**config.mk**
```make
export PLATFORM = sky130hd
export DESIGN_NAME = tone_gen
export DESIGN_NICKNAME = d
export VERILOG_FILES = /design/src/rtl/tone_pkg.sv /design/src/rtl/tone_rom.sv /design/src/rtl/tone_gen.sv
export SDC_FILE = /design/constraint.sdc
export NUM_CORES = 1
export LEC_CHECK = 0
export CAP_MARGIN = 20
export CORE_MARGIN = 1
export CORE_UTILIZATION = 60
export DETAILED_ROUTE_END_ITERATION = 10
export PLACE_DENSITY = 0.78
export SLEW_MARGIN = 20
export SYNTH_ARGS = -nofsm -noshare
export SYNTH_HDL_FRONTEND = slang
export SYNTH_SLANG_ARGS = --single-unit
```
**constraint.sdc**
```tcl
create_clock -name clk_50Mhz -period 8.7 [get_ports clk_50Mhz]
set_clock_uncertainty 0.1 [all_clocks]
set_input_delay 1.74 -clock clk_50Mhz [delete_from_list [all_inputs] [get_ports clk_50Mhz]]
set_output_delay 1.74 -clock clk_50Mhz [all_outputs]
set_load 0.05 [all_outputs]
```
**src/rtl/tone_pkg.sv**
```systemverilog
// ---------------------------------------------------------------------------
// tone_pkg
// Shared definitions for the tone generator: envelope state encodings,
// datapath widths, parameter defaults and the 12-entry phase-increment table
// for notes C4..B4 at a 48828.125 Hz sample rate.
// ---------------------------------------------------------------------------
package tone_pkg;

    // Envelope state codes; these values appear on env_state directly.
    typedef enum logic [2:0] {
        ST_IDLE    = 3'd0,
        ST_ATTACK  = 3'd1,
        ST_DECAY   = 3'd2,
        ST_SUSTAIN = 3'd3,
        ST_RELEASE = 3'd4
    } env_state_e;

    localparam int unsigned PHASE_W  = 24;
    localparam int unsigned WAVE_W   = 13;
    localparam int unsigned ENV_W    = 8;
    localparam int unsigned SAMPLE_W = 14;
    localparam int unsigned NOTE_W   = 4;

    localparam int unsigned DIV_DEF          = 1024;
    localparam int unsigned ATTACK_STEP_DEF  = 4;
    localparam int unsigned DECAY_STEP_DEF   = 1;
    localparam int unsigned SUSTAIN_LVL_DEF  = 160;
    localparam int unsigned RELEASE_STEP_DEF = 1;

    localparam int unsigned NUM_NOTES = 12;

    // round(f_note * 2^24 / 48828.125), equal-tempered around A4 = 440 Hz.
    localparam logic [PHASE_W-1:0] INC_TABLE [0:NUM_NOTES-1] = '{
        24'd89894,   // C4
        24'd95239,   // C#4
        24'd100902,  // D4
        24'd106902,  // D#4
        24'd113259,  // E4
        24'd119994,  // F4
        24'd127129,  // F#4
        24'd134689,  // G4
        24'd142698,  // G#4
        24'd151183,  // A4
        24'd160173,  // A#4
        24'd169697   // B4
    };

endpackage

```
**src/rtl/tone_rom.sv**
```systemverilog
// ---------------------------------------------------------------------------
// tone_rom
// Combinational lookup from note index to 24-bit phase increment.
// Indices 12..15 are rests and return zero so the phase stays frozen.
//   note_i : 4-bit note index
//   inc_o  : phase increment per sample tick
// ---------------------------------------------------------------------------
module tone_rom
    import tone_pkg::*;
(
    input  logic [NOTE_W-1:0]  note_i,
    output logic [PHASE_W-1:0] inc_o
);

    always_comb begin
        inc_o = '0;
        if (note_i < 4'd12) begin
            inc_o = INC_TABLE[note_i];
        end
    end

endmodule

```
**src/rtl/tone_gen.sv**
```systemverilog
// ---------------------------------------------------------------------------
// tone_gen
// Single-voice tone generator: prescaled sample tick, 24-bit phase
// accumulator, square/sawtooth waveform and an ADSR-style 8-bit envelope.
// The output sample is (wave * env) >> 7, registered once per tick.
//   clk_50Mhz  : system clock
//   reset_n    : asynchronous active-low reset
//   key_on     : debounced key level, sampled only on tick cycles
//   note       : note index (0..11 = C4..B4, 12..15 = rest)
//   wave_sel   : 0 = square, 1 = sawtooth
//   sample_out : 14-bit unsigned sample for the downstream PWM
//   env_state  : envelope state code
//   busy       : high whenever the envelope is not idle
// ---------------------------------------------------------------------------
module tone_gen
    import tone_pkg::*;
#(
    parameter int unsigned DIV          = DIV_DEF,
    parameter int unsigned ATTACK_STEP  = ATTACK_STEP_DEF,
    parameter int unsigned DECAY_STEP   = DECAY_STEP_DEF,
    parameter int unsigned SUSTAIN_LVL  = SUSTAIN_LVL_DEF,
    parameter int unsigned RELEASE_STEP = RELEASE_STEP_DEF
) (
    input  logic                clk_50Mhz,
    input  logic                reset_n,
    input  logic                key_on,
    input  logic [NOTE_W-1:0]   note,
    input  logic                wave_sel,
    output logic [SAMPLE_W-1:0] sample_out,
    output logic [2:0]          env_state,
    output logic                busy
);

    localparam int unsigned CNT_W = (DIV > 1) ? $clog2(DIV) : 1;
    localparam logic [CNT_W-1:0] CNT_LAST = CNT_W'(DIV - 1);

    // Envelope arithmetic is done one bit wider so attack overshoot past
    // 255 can be detected before clamping.
    localparam logic [ENV_W:0] ENV_MAX     = 9'd255;
    localparam logic [ENV_W:0] ATK_STEP9   = 9'(ATTACK_STEP);
    localparam logic [ENV_W:0] DEC_FLOOR9  = 9'(SUSTAIN_LVL + DECAY_STEP);
    localparam logic [ENV_W:0] REL_STEP9   = 9'(RELEASE_STEP);
    localparam logic [ENV_W-1:0] SUS_LVL8  = 8'(SUSTAIN_LVL);
    localparam logic [ENV_W-1:0] DEC_STEP8 = 8'(DECAY_STEP);
    localparam logic [ENV_W-1:0] REL_STEP8 = 8'(RELEASE_STEP);

    logic [CNT_W-1:0]    cnt_q,    cnt_d;
    env_state_e          state_q,  state_d;
    logic [PHASE_W-1:0]  phase_q,  phase_d;
    logic [ENV_W-1:0]    env_q,    env_d;
    logic [NOTE_W-1:0]   note_l_q, note_l_d;
    logic [SAMPLE_W-1:0] sample_q, sample_d;

    logic                tick;
    logic [PHASE_W-1:0]  inc;
    logic [WAVE_W-1:0]   wave;
    logic [20:0]         product;
    logic [ENV_W:0]      env_atk;

    // Increment follows the latched note, so note changes mid-note are
    // ignored until the next entry into attack.
    tone_rom u_rom (
        .note_i (note_l_q),
        .inc_o  (inc)
    );

    assign tick    = (cnt_q == CNT_LAST);
    assign wave    = wave_sel ? phase_q[PHASE_W-1 -: WAVE_W]
                              : (phase_q[PHASE_W-1] ? {WAVE_W{1'b1}} : '0);
    assign product = 21'(wave) * 21'(env_q);
    assign env_atk = {1'b0, env_q} + ATK_STEP9;

    // Next-state logic: nothing but the prescaler moves between ticks.
    // The sample uses the pre-tick phase and envelope, giving one tick of
    // latency. Entering attack from idle restarts the phase; a retrigger
    // from release keeps it running for a click-free restart.
    always_comb begin
        cnt_d    = tick ? '0 : cnt_q + 1'b1;
        state_d  = state_q;
        phase_d  = phase_q;
        env_d    = env_q;
        note_l_d = note_l_q;
        sample_d = sample_q;
        if (tick) begin
            sample_d = 14'(product >> 7);
            phase_d  = phase_q + inc;
            unique case (state_q)
                ST_IDLE: begin
                    if (key_on) begin
                        state_d  = ST_ATTACK;
                        note_l_d = note;
                        phase_d  = '0;
                    end
                end
                ST_ATTACK: begin
                    if (!key_on) begin
                        state_d = ST_RELEASE;
                    end else if (env_atk >= ENV_MAX) begin
                        env_d   = 8'd255;
                        state_d = ST_DECAY;
                    end else begin
                        env_d = env_atk[ENV_W-1:0];
                    end
                end
                ST_DECAY: begin
                    if (!key_on) begin
                        state_d = ST_RELEASE;
                    end else if ({1'b0, env_q} <= DEC_FLOOR9) begin
                        env_d   = SUS_LVL8;
                        state_d = ST_SUSTAIN;
                    end else begin
                        env_d = env_q - DEC_STEP8;
                    end
                end
                ST_SUSTAIN: begin
                    if (!key_on) begin
                        state_d = ST_RELEASE;
                    end
                end
                ST_RELEASE: begin
                    if (key_on) begin
                        state_d  = ST_ATTACK;
                        note_l_d = note;
                    end else if ({1'b0, env_q} <= REL_STEP9) begin
                        env_d   = '0;
                        state_d = ST_IDLE;
                    end else begin
                        env_d = env_q - REL_STEP8;
                    end
                end
                default: begin
                    state_d = ST_IDLE;
                    env_d   = '0;
                end
            endcase
        end
    end

    // Reset aborts any note immediately; nothing fades out.
    always_ff @(posedge clk_50Mhz or negedge reset_n) begin
        if (!reset_n) begin
            cnt_q    <= '0;
            state_q  <= ST_IDLE;
            phase_q  <= '0;
            env_q    <= '0;
            note_l_q <= '0;
            sample_q <= '0;
        end else begin
            cnt_q    <= cnt_d;
            state_q  <= state_d;
            phase_q  <= phase_d;
            env_q    <= env_d;
            note_l_q <= note_l_d;
            sample_q <= sample_d;
        end
    end

    assign sample_out = sample_q;
    assign env_state  = state_q;
    assign busy       = (state_q != ST_IDLE);

endmodule

```
======== After elaboration in Yosys (flattened, before gate mapping) ========
Memory sizes are Yosys's and may differ from the RTL's.
Cells that the tools add are included.
word-level totals
  register bits after elaboration ......... 63
  bits in read-only memories .............. 384
  output and inout port bits .............. 18
  word-level logic and storage cells ...... 63
  memories ................................ 1
operators by class
  add/subtract/negate cells ............... 4
  multipliers ............................. 1
  $lt $le $gt $ge ......................... 5
  eq/ne operators ......................... 13
  muxes and demuxes ....................... 24
  bitwise logic cells ..................... 2
  reductions and logical operators ........ 7
memories
  memory           depth  bits a word  rd ports  clocked after Yosys merged registers in  write ports  line            RTL
  (no name shown)  16     24           1         0                                        0            tone_rom.sv:18  inc_o = INC_TABLE[note_i];
operator list
  cell                                                                                  count
  24-bit 2-to-1 mux                                                                     5
  8-bit 2-to-1 mux                                                                      6
  8-bit case mux with 4 select lines                                                    1
  13-bit 2-to-1 mux                                                                     2
  24-bit adder                                                                          1
  3-bit 2-to-1 mux                                                                      8
  13-bit by 8-bit multiplier with 21-bit output                                         1
  3-bit case mux with 5 select lines                                                    1
  10-bit by 1-bit adder with 10-bit output (second input constant)                      1
  10-bit equality test (second input constant)                                          1
  10-bit 2-to-1 mux                                                                     1
  2-bit inequality test (second input constant)                                         5
  8-bit by 3-bit adder with 9-bit output (second input constant)                        1
  9-bit by 8-bit greater-or-equal comparator with 1-bit output (second input constant)  1
  3-bit inequality test (second input constant)                                         3
  8-bit by 1-bit less-or-equal comparator with 1-bit output (second input constant)     1
  8-bit less-or-equal comparator (second input constant)                                1
  8-bit by 1-bit subtractor with 8-bit output (second input constant)                   1
  3-bit by 2-bit equality test with 1-bit output (second input constant)                2
  6-bit AND reduction                                                                   1
  5-bit greater-or-equal comparator (second input constant)                             1
  4-bit NOT with 5-bit output                                                           1
  5-bit AND reduction                                                                   1
  4-bit < comparator (second input constant)                                            1
  other kinds (7)                                                                       8

======== Depth between registers and ports, before layout ========
Gate-level depths: netlist (run 1).
  depth in word-level cells ............... 8
  mapped depth ............................ 21
  gate-level depth less buffers ........... 19

======== Hierarchy ========
A second synthesis (run 1) with hierarchy kept.
unflattened totals
  cell total of the unflattened synthesis .. 877
  area total of the unflattened synthesis .. 7683.6 µm²
modules (own cells, without submodules)
  module    instances  cells each  area an instance (µm²)  seq. area each (µm²)
  tone_gen  1          808         7216.9                  1576.5
  tone_rom  1          69          466.7                   0.0

======== Least setup slack after synthesis (run 1) ========
OpenSTA, ideal clock, no wires.
  path kind ............................... input to register
  start ................................... input wave_sel
  end ..................................... register sample_q[11] (netlist: sample_out[11])
  arrival ................................. 6367 ps
  data required time ...................... 8466 ps
  path slack .............................. 2099 ps
  stages on the path ...................... 20
  path buffers ............................ 2
  cells stage by stage .................... buf_4 nor2b_1 clkbuf_1 a21oi_1 nand2b_1 fa_1 fa_1 inv_1 fa_1 inv_1 fa_1 inv_1 ha_1 a21oi_1 o211ai_1 a21o_1 a311oi_1 a21oi_1 xnor2_1 o21ai_0
between the ends
  cells in the longest elaborated chain, start to end .. 2
ends and longest elaborated chain
  what                                           line             RTL
  from (decl)                                    tone_gen.sv:28   input logic wave_sel,
  13-bit 2-to-1 mux                              tone_gen.sv:68   assign wave = wave_sel ? phase_q[PHASE_W-1 -: WAVE_W]
  13-bit by 8-bit multiplier with 21-bit output  tone_gen.sv:70   assign product = 21'(wave) * 21'(env_q);
  to (signal assigned)                           tone_gen.sv:154  sample_q <= sample_d;
  to (decl)                                      tone_gen.sv:52   logic [SAMPLE_W-1:0] sample_q, sample_d;
Every way passes these cells.
A chain may end at the register's enable or synchronous reset.

======== Final worst setup path (run 1) ========
  start ................................... input wave_sel
  end ..................................... register sample_q[10] (netlist: sample_out[10])
Same word-level chain as after synthesis.

==> impl_metrics.yaml, run 1 <==
run_status:
  status: "complete, no violations"
layout:
  fillCellCount: 993
  final_util_pct: 67.0
  n_antenna_cell: 0
  synthToLayoutAreaGrowth_pct: 8.10
  nets: 1039
  final_cells: 1068
  drive_above_1_share_pct: 3.78
yosys:
  synth_top_area_share_pct: 21.1
  synth_seq_cells: 63
  synth.most_common_cell: "nor2_1"
  synth.distinct_cells: 66
  ys_seq_area_share_pct: 21.1
  synth_common_cells: "nor2_1 (111), inv_1 (100), nand2_1 (84)"
  syn_area_per_cell_um2: 8.38
  synthesis.area_um2: 7470
  syn-num-nets: 1036
  synthFlopType: "dfrtp_1"
  syn_inst: 892
  synth_edf_count: 0
  synth_top_area_cell: "dfrtp_1"
  synth_area_leaders: "dfrtp_1 (21%), fa_1 (18%), ha_1 (12%)"
  yosys_warnings: 0
  synthArstFlopShare_pct: 100
global_route:
  grtUsageTotal_pct: 30.0
  overflow: 0
  grt_pass1_vias: 6307
  antenna_found_initial: 0
  grt_pass1_wl_um: 30600
  grt_start_max_net_pins: 64
clock_tree:
  post_cts_resized: 0
  cts_tree: "done"
  clkTransAtPathRegs_ns: 0.06
  postCtsSetupBuffers: 0
  htree_levels: 3
  clockBufferDepth: 2
  cts_made_buffers: 9
  worstSkewPairLatency_ns: 0.34
  clock_sink_count: 63
  cts_root_buf: "clkbuf_16"
  cts_hold_buf: 0
power_and_ir_drop:
  ir_drop_mv: 0.109
  switching_share_pct: 35.8
  p_int_w: 0.000619
  p_clk_share_pct: 34.9
  p_switching_w: 0.000346
  p_leak_nw: 3.78
  power.density_nw_per_um2: 119
  combPwrFrac_pct: 34.4
  p_seq_share_pct: 30.7
critical_path:
  r2r-start: "phase_q[23]"
  crit_buf_inv: 5
  critPathSlowestCell: "clkdlybuf4s50_1"
  path_max_fanout: 18
  path_cells: "clkdlybuf4s50_1, nor2b_1, a21oi_1, nor2_1, fa_1, inv_1, fa_1, inv_1, fa_1, inv_1, fa_1, inv_1, ha_1, a21oi_1, o211ai_1, a21o_1, a311oi_1, o21bai_1, xnor2_1, o21ai_0"
  max_stage_delay_ns: 0.80
  required_ns: 8.79
  crit_start: "wave_sel"
  cp_top_family: "adder cells"
  setup.worst_path.start_class: "primary input"
  cp-end-kind: "flip-flop"
  worst-setup-path-type: "in2reg"
  arrival_ns: 7.82
routing:
  drt-total-wl_um: 17900
  dr.pass1.iters: 5
  wl_per_cell_um: 16.8
  ant_nets: 0
  drt_iter0_drc: 553
  viasPerCell: 6.00
  drc: 0
  via_count: 6409
timing:
  tightest_slew_ns: 0.826
  maxSlewViolCount: 0
  period_needed_ns: 7.72
  setup_tns_ns: 0
  final_hold_viol_count: 0
  post-route-worst-setup-slack_ns: 0.976
  finalCritPeriodShare_pct: 88.8
  rsz0062_at_grt: "false"
  slew_headroom_pct: 45.0
  fmax_ghz: 0.129
  setup_viol: 0
floorplan:
  start_util_pct: 62.0
  ios: 26
  die_w_um: 114
  fp-row-count: 40
  die_area_um2: 12900
  fp.dieH_um: 114
  design.core.area_um2: 12100
placed_design:
  pre_cts_ws_ns: 0.781
  port-buffer-count: 25
  hpwl_um: 13600
  placedCellCount: 1052
  gp_congestion: 0.909
hold_path:
  min-delay-start: "sample_out[2]"
  hold_path_class: "reg2reg"
flow_run:
  max-cap-violations: 0
[tightest hold or removal path, stage by stage (launching register included)]
cell and delay [ns]:
dfrtp_1 0.34, nand2_1 0.04, o21ai_0 0.06
[cell type report]
class,instances,area (um2),share of cell area (%)
clock buffers,10,229,2.83
clock inverters,6,46.3,0.573
inverters,102,383,4.74
multi-input cells,692,5370,66.5
flip-flops and latches,63,1580,19.5
well taps,168,210,2.60
repair buffers,27,260,3.22
[power by group through the flow]
| stage | sequential, W | combinational, W | clock, W |
|---|---|---|---|
| 6_report | 0.000297 | 0.000332 | 0.000337 |
| 5_1_grt | 0.000297 | 0.000377 | 0.000353 |
| 4_1_cts | 0.000297 | 0.000330 | 0.000344 |
| 3_5_place_dp | 0.000302 | 0.000324 | 0 |
| 3_3_place_gp | 0.000302 | 0.000313 | 0 |
| 2_1_floorplan | 0.000302 | 0.000251 | 0 |
[layout by cell type, fill, tap and decap left out, types with 24 or more instances in the layout]
cell             instances
a21oi_1                 62
clkdlybuf4s50_1         24
dfrtp_1                 63
fa_1                    66
ha_1                    70
inv_1                  100
nand2_1                 84
nor2_1                 111
o21ai_0                 49
[per-stage QoR]
stage | instance area (um2) | hold slack, ns | total power (W)
after floorplan | 7470 | 0.345 | 0.000553
after global placement | 7800 | 0.360 | 0.000615
after detailed placement | 7800 | 0.375 | 0.000626
after CTS | 8080 | 0.385 | 0.000971
after global routing | 8080 | 0.400 | 0.00103
final | 8080 | 0.379 | 0.000965
[routing by layer]
layer	part of all wire [%]	track usage, %	wire length [um]	vias up
met1	43	39.9	7670	3117
met2	49	49.8	8770	209
met3	6.1	5.21	1090	32
met5	0	0	0	-
li1	-	-	-	3051
met4	2.2	9.82	396	0
[final timing paths]
| kind | to | slack, ns | depth (start not counted) |
|---|---|---|---|
| max reg2reg | sample_out[10] | 2.58 | 18 |
| min in group asynchronous | phase_q[2] | 1.48 | 2 |
| min reg2reg | sample_out[2] | 0.38 | 2 |
| min | sample_out[2] | 0.38 | 2 |
| max in group asynchronous | env_q[1] | 6.47 | 2 |
| max | sample_out[10] | 0.98 | 20 |
[state kept, by name, summed over array words and instances (netlist names)]
signal	count
env_state	3
sample_out	14
env_q	8
phase_q	24
note_l_q	4
cnt_q	10
[cell families (layout without fill, tap and decap cells)]
| group | count (synthesis) | count (layout) | share of synthesized area, % |
|---|---|---|---|
| simple gates | 298 | 298 | 18.6 |
| mux | 11 | 11 | 1.56 |
| fa+ha+maj | 137 | 137 | 29.5 |
| buf+inv | 137 | 145 | 7.00 |
| flops | 63 | 63 | 21.1 |
| compound gates | 208 | 208 | 17.8 |
| xor+xnor | 38 | 38 | 4.45 |
No activity file was read; power rests on OpenSTA's default activity.
==> run 2: changes to the inputs <==
HOLD_SLACK_MARGIN = 0.03   (was default)
==> results of run 2 <==
Final layout, timing and power as in run 1 (identical DEF).
==> run 3: changes to the inputs <==
CTS_BUF_LIST = sky130_fd_sc_hd__clkbuf_2 sky130_fd_sc_hd__clkbuf_4 sky130_fd_sc_hd__clkbuf_8   (was default)
SKIP_LAST_GASP = 1   (was default)
==> impl_metrics.yaml, run 3 (synthesis results as in run 1) <==
run_status:
  status: "complete, no violations"
power_and_ir_drop:
  finalPower_w: 0.000865
  p_switching_w: 0.000332
  p_seq_share_pct: 34.2
  combPwrFrac_pct: 38.3
  switching_share_pct: 38.4
  p_int_w: 0.000532
  ir_drop_mv: 0.0953
  p_clk_share_pct: 27.4
  p_leak_nw: 3.74
  power.density_nw_per_um2: 108
floorplan:
  ios: 26
  die_w_um: 114
  die_area_um2: 12900
  fp-row-count: 40
  fp.dieH_um: 114
  design.core.area_um2: 12100
  start_util_pct: 62.0
critical_path:
  arrival_ns: 7.79
  r2r-start: "phase_q[23]"
  path_cells: "clkdlybuf4s50_1, nor2b_1, a21oi_1, nor2_1, fa_1, inv_1, fa_1, inv_1, fa_1, inv_1, fa_1, inv_1, ha_1, a21oi_1, o211ai_1, a21o_1, a311oi_1, a21oi_1, xnor2_1, o21ai_0"
  cp-end-kind: "flip-flop"
  worst-setup-path-type: "in2reg"
  required_ns: 8.81
  path_max_fanout: 18
  max_stage_delay_ns: 0.81
  critPathSlowestCell: "clkdlybuf4s50_1"
  crit_start: "wave_sel"
  setup.worst_path.start_class: "primary input"
timing:
  setup_tns_ns: 0
  slew_headroom_pct: 44.8
  maxSlewViolCount: 0
  setup_viol: 0
  fmax_ghz: 0.130
  final_hold_viol_count: 0
  rsz0062_at_grt: "false"
  finalCritPeriodShare_pct: 88.2
  tightest_slew_ns: 0.828
  period_needed_ns: 7.68
  post-route-worst-setup-slack_ns: 1.02
clock_tree:
  cts_made_buffers: 9
  cts_tree: "done"
  cts_hold_buf: 0
  clockBufferDepth: 2
  clock_sink_count: 63
  clkTransAtPathRegs_ns: 0.07
  htree_levels: 3
  post_cts_resized: 0
  cts_root_buf: "clkbuf_8"
  postCtsSetupBuffers: 0
  worstSkewPairLatency_ns: 0.36
layout:
  final_common_cell: "nor2_1"
  largest_reg_flops: 24
  n_antenna_cell: 0
  final_cells: 1068
  largest_register: "phase_q"
  final_cell_mix: "nor2_1 (111), inv_1 (100), nand2_1 (84)"
  nets: 1039
  drive_above_1_share_pct: 3.89
  synthToLayoutAreaGrowth_pct: 6.80
routing:
  drt_iter0_drc: 577
  ant_nets: 0
  via_count: 6414
  dr.pass1.iters: 5
  drt-total-wl_um: 17800
  wl_per_cell_um: 16.7
  drc: 0
  viasPerCell: 6.01
placed_design:
  hpwl_um: 13600
  port-buffer-count: 25
  pre_cts_ws_ns: 0.781
  gp_congestion: 0.909
  placedCellCount: 1052
global_route:
  grt_pass1_wl_um: 30500
  top_usage_layer: "met2"
  met2_usage_pct: 49.6
  grt_pass1_vias: 6278
  antenna_found_initial: 0
  grtUsageTotal_pct: 29.8
  grt_start_max_net_pins: 64
  use_met3_pct: 4.94
  overflow: 0
  use_met1_pct: 39.9
hold_path:
  hold_path_class: "reg2reg"
  min-delay-start: "sample_out[9]"
flow_run:
  max-cap-violations: 0
[run 3: cell count changes in the layout (fill, tap and decap cells not counted)]
cell / before / now
clkbuf_8: 0 / 9
clkbuf_16: 9 / 0
clkbuf_1: 1 / 0
clkbuf_4: 0 / 1
[run 3: final timing paths]
kind | end | slack [ns] | cells past startpoint
worst max-delay path | sample_out[11] | 1.02 | 20
max in group asynchronous | env_state[1] | 6.49 | 2
worst min-delay path | sample_out[9] | 0.39 | 2
worst min register to register | sample_out[9] | 0.39 | 2
min in group asynchronous | phase_q[2] | 1.46 | 2
worst max register to register | sample_out[11] | 2.61 | 18
[run 3: layout make-up]
cell class	instances	area, um2
Tap cell	168	210
Fill cell	1009	4080
Timing Repair Buffer	27	260
Inverter	102	383
Clock inverter	6	46.3
Multi-Input combinational cell	692	5370
Clock buffer	10	131
Sequential cell	63	1580
[run 3: worst max-delay path, delay by kind of cell]
family	cells	cell delay, ns
adders and majority gates	5	2.48
AOI/OAI and AO/OA	7	1.93
buffers and inverters	5	1.02
and+or+nand+nor	2	0.44
xor gates and xnor gates	1	0.17
[run 3: per-layer routing]
layer,wire [um],up-vias
met5,0,-
met3,1120,33
li1,-,3048
met4,389,0
met2,8630,225
met1,7640,3108
[run 3: per-stage QoR]
stage | area (um2) | hold slack (ns) | utilization (%)
2_1_floorplan | 7470 | 0.345 | -
3_3_place_gp | 7800 | 0.360 | 64.7
3_5_place_dp | 7800 | 0.375 | 64.7
4_1_cts | 7980 | 0.390 | 66.2
5_1_grt | 7980 | 0.404 | 66.2
6_report | 7980 | 0.385 | 66.2
[run 3: power by group through the flow]
stage                     logic (W)  registers, W  clock network, W
after global routing       0.000377      0.000296          0.000254
after detailed placement   0.000324      0.000302                 0
after floorplan            0.000251      0.000302                 0
after CTS                  0.000330      0.000296          0.000243
final                      0.000331      0.000296          0.000237
after global placement     0.000313      0.000302                 0
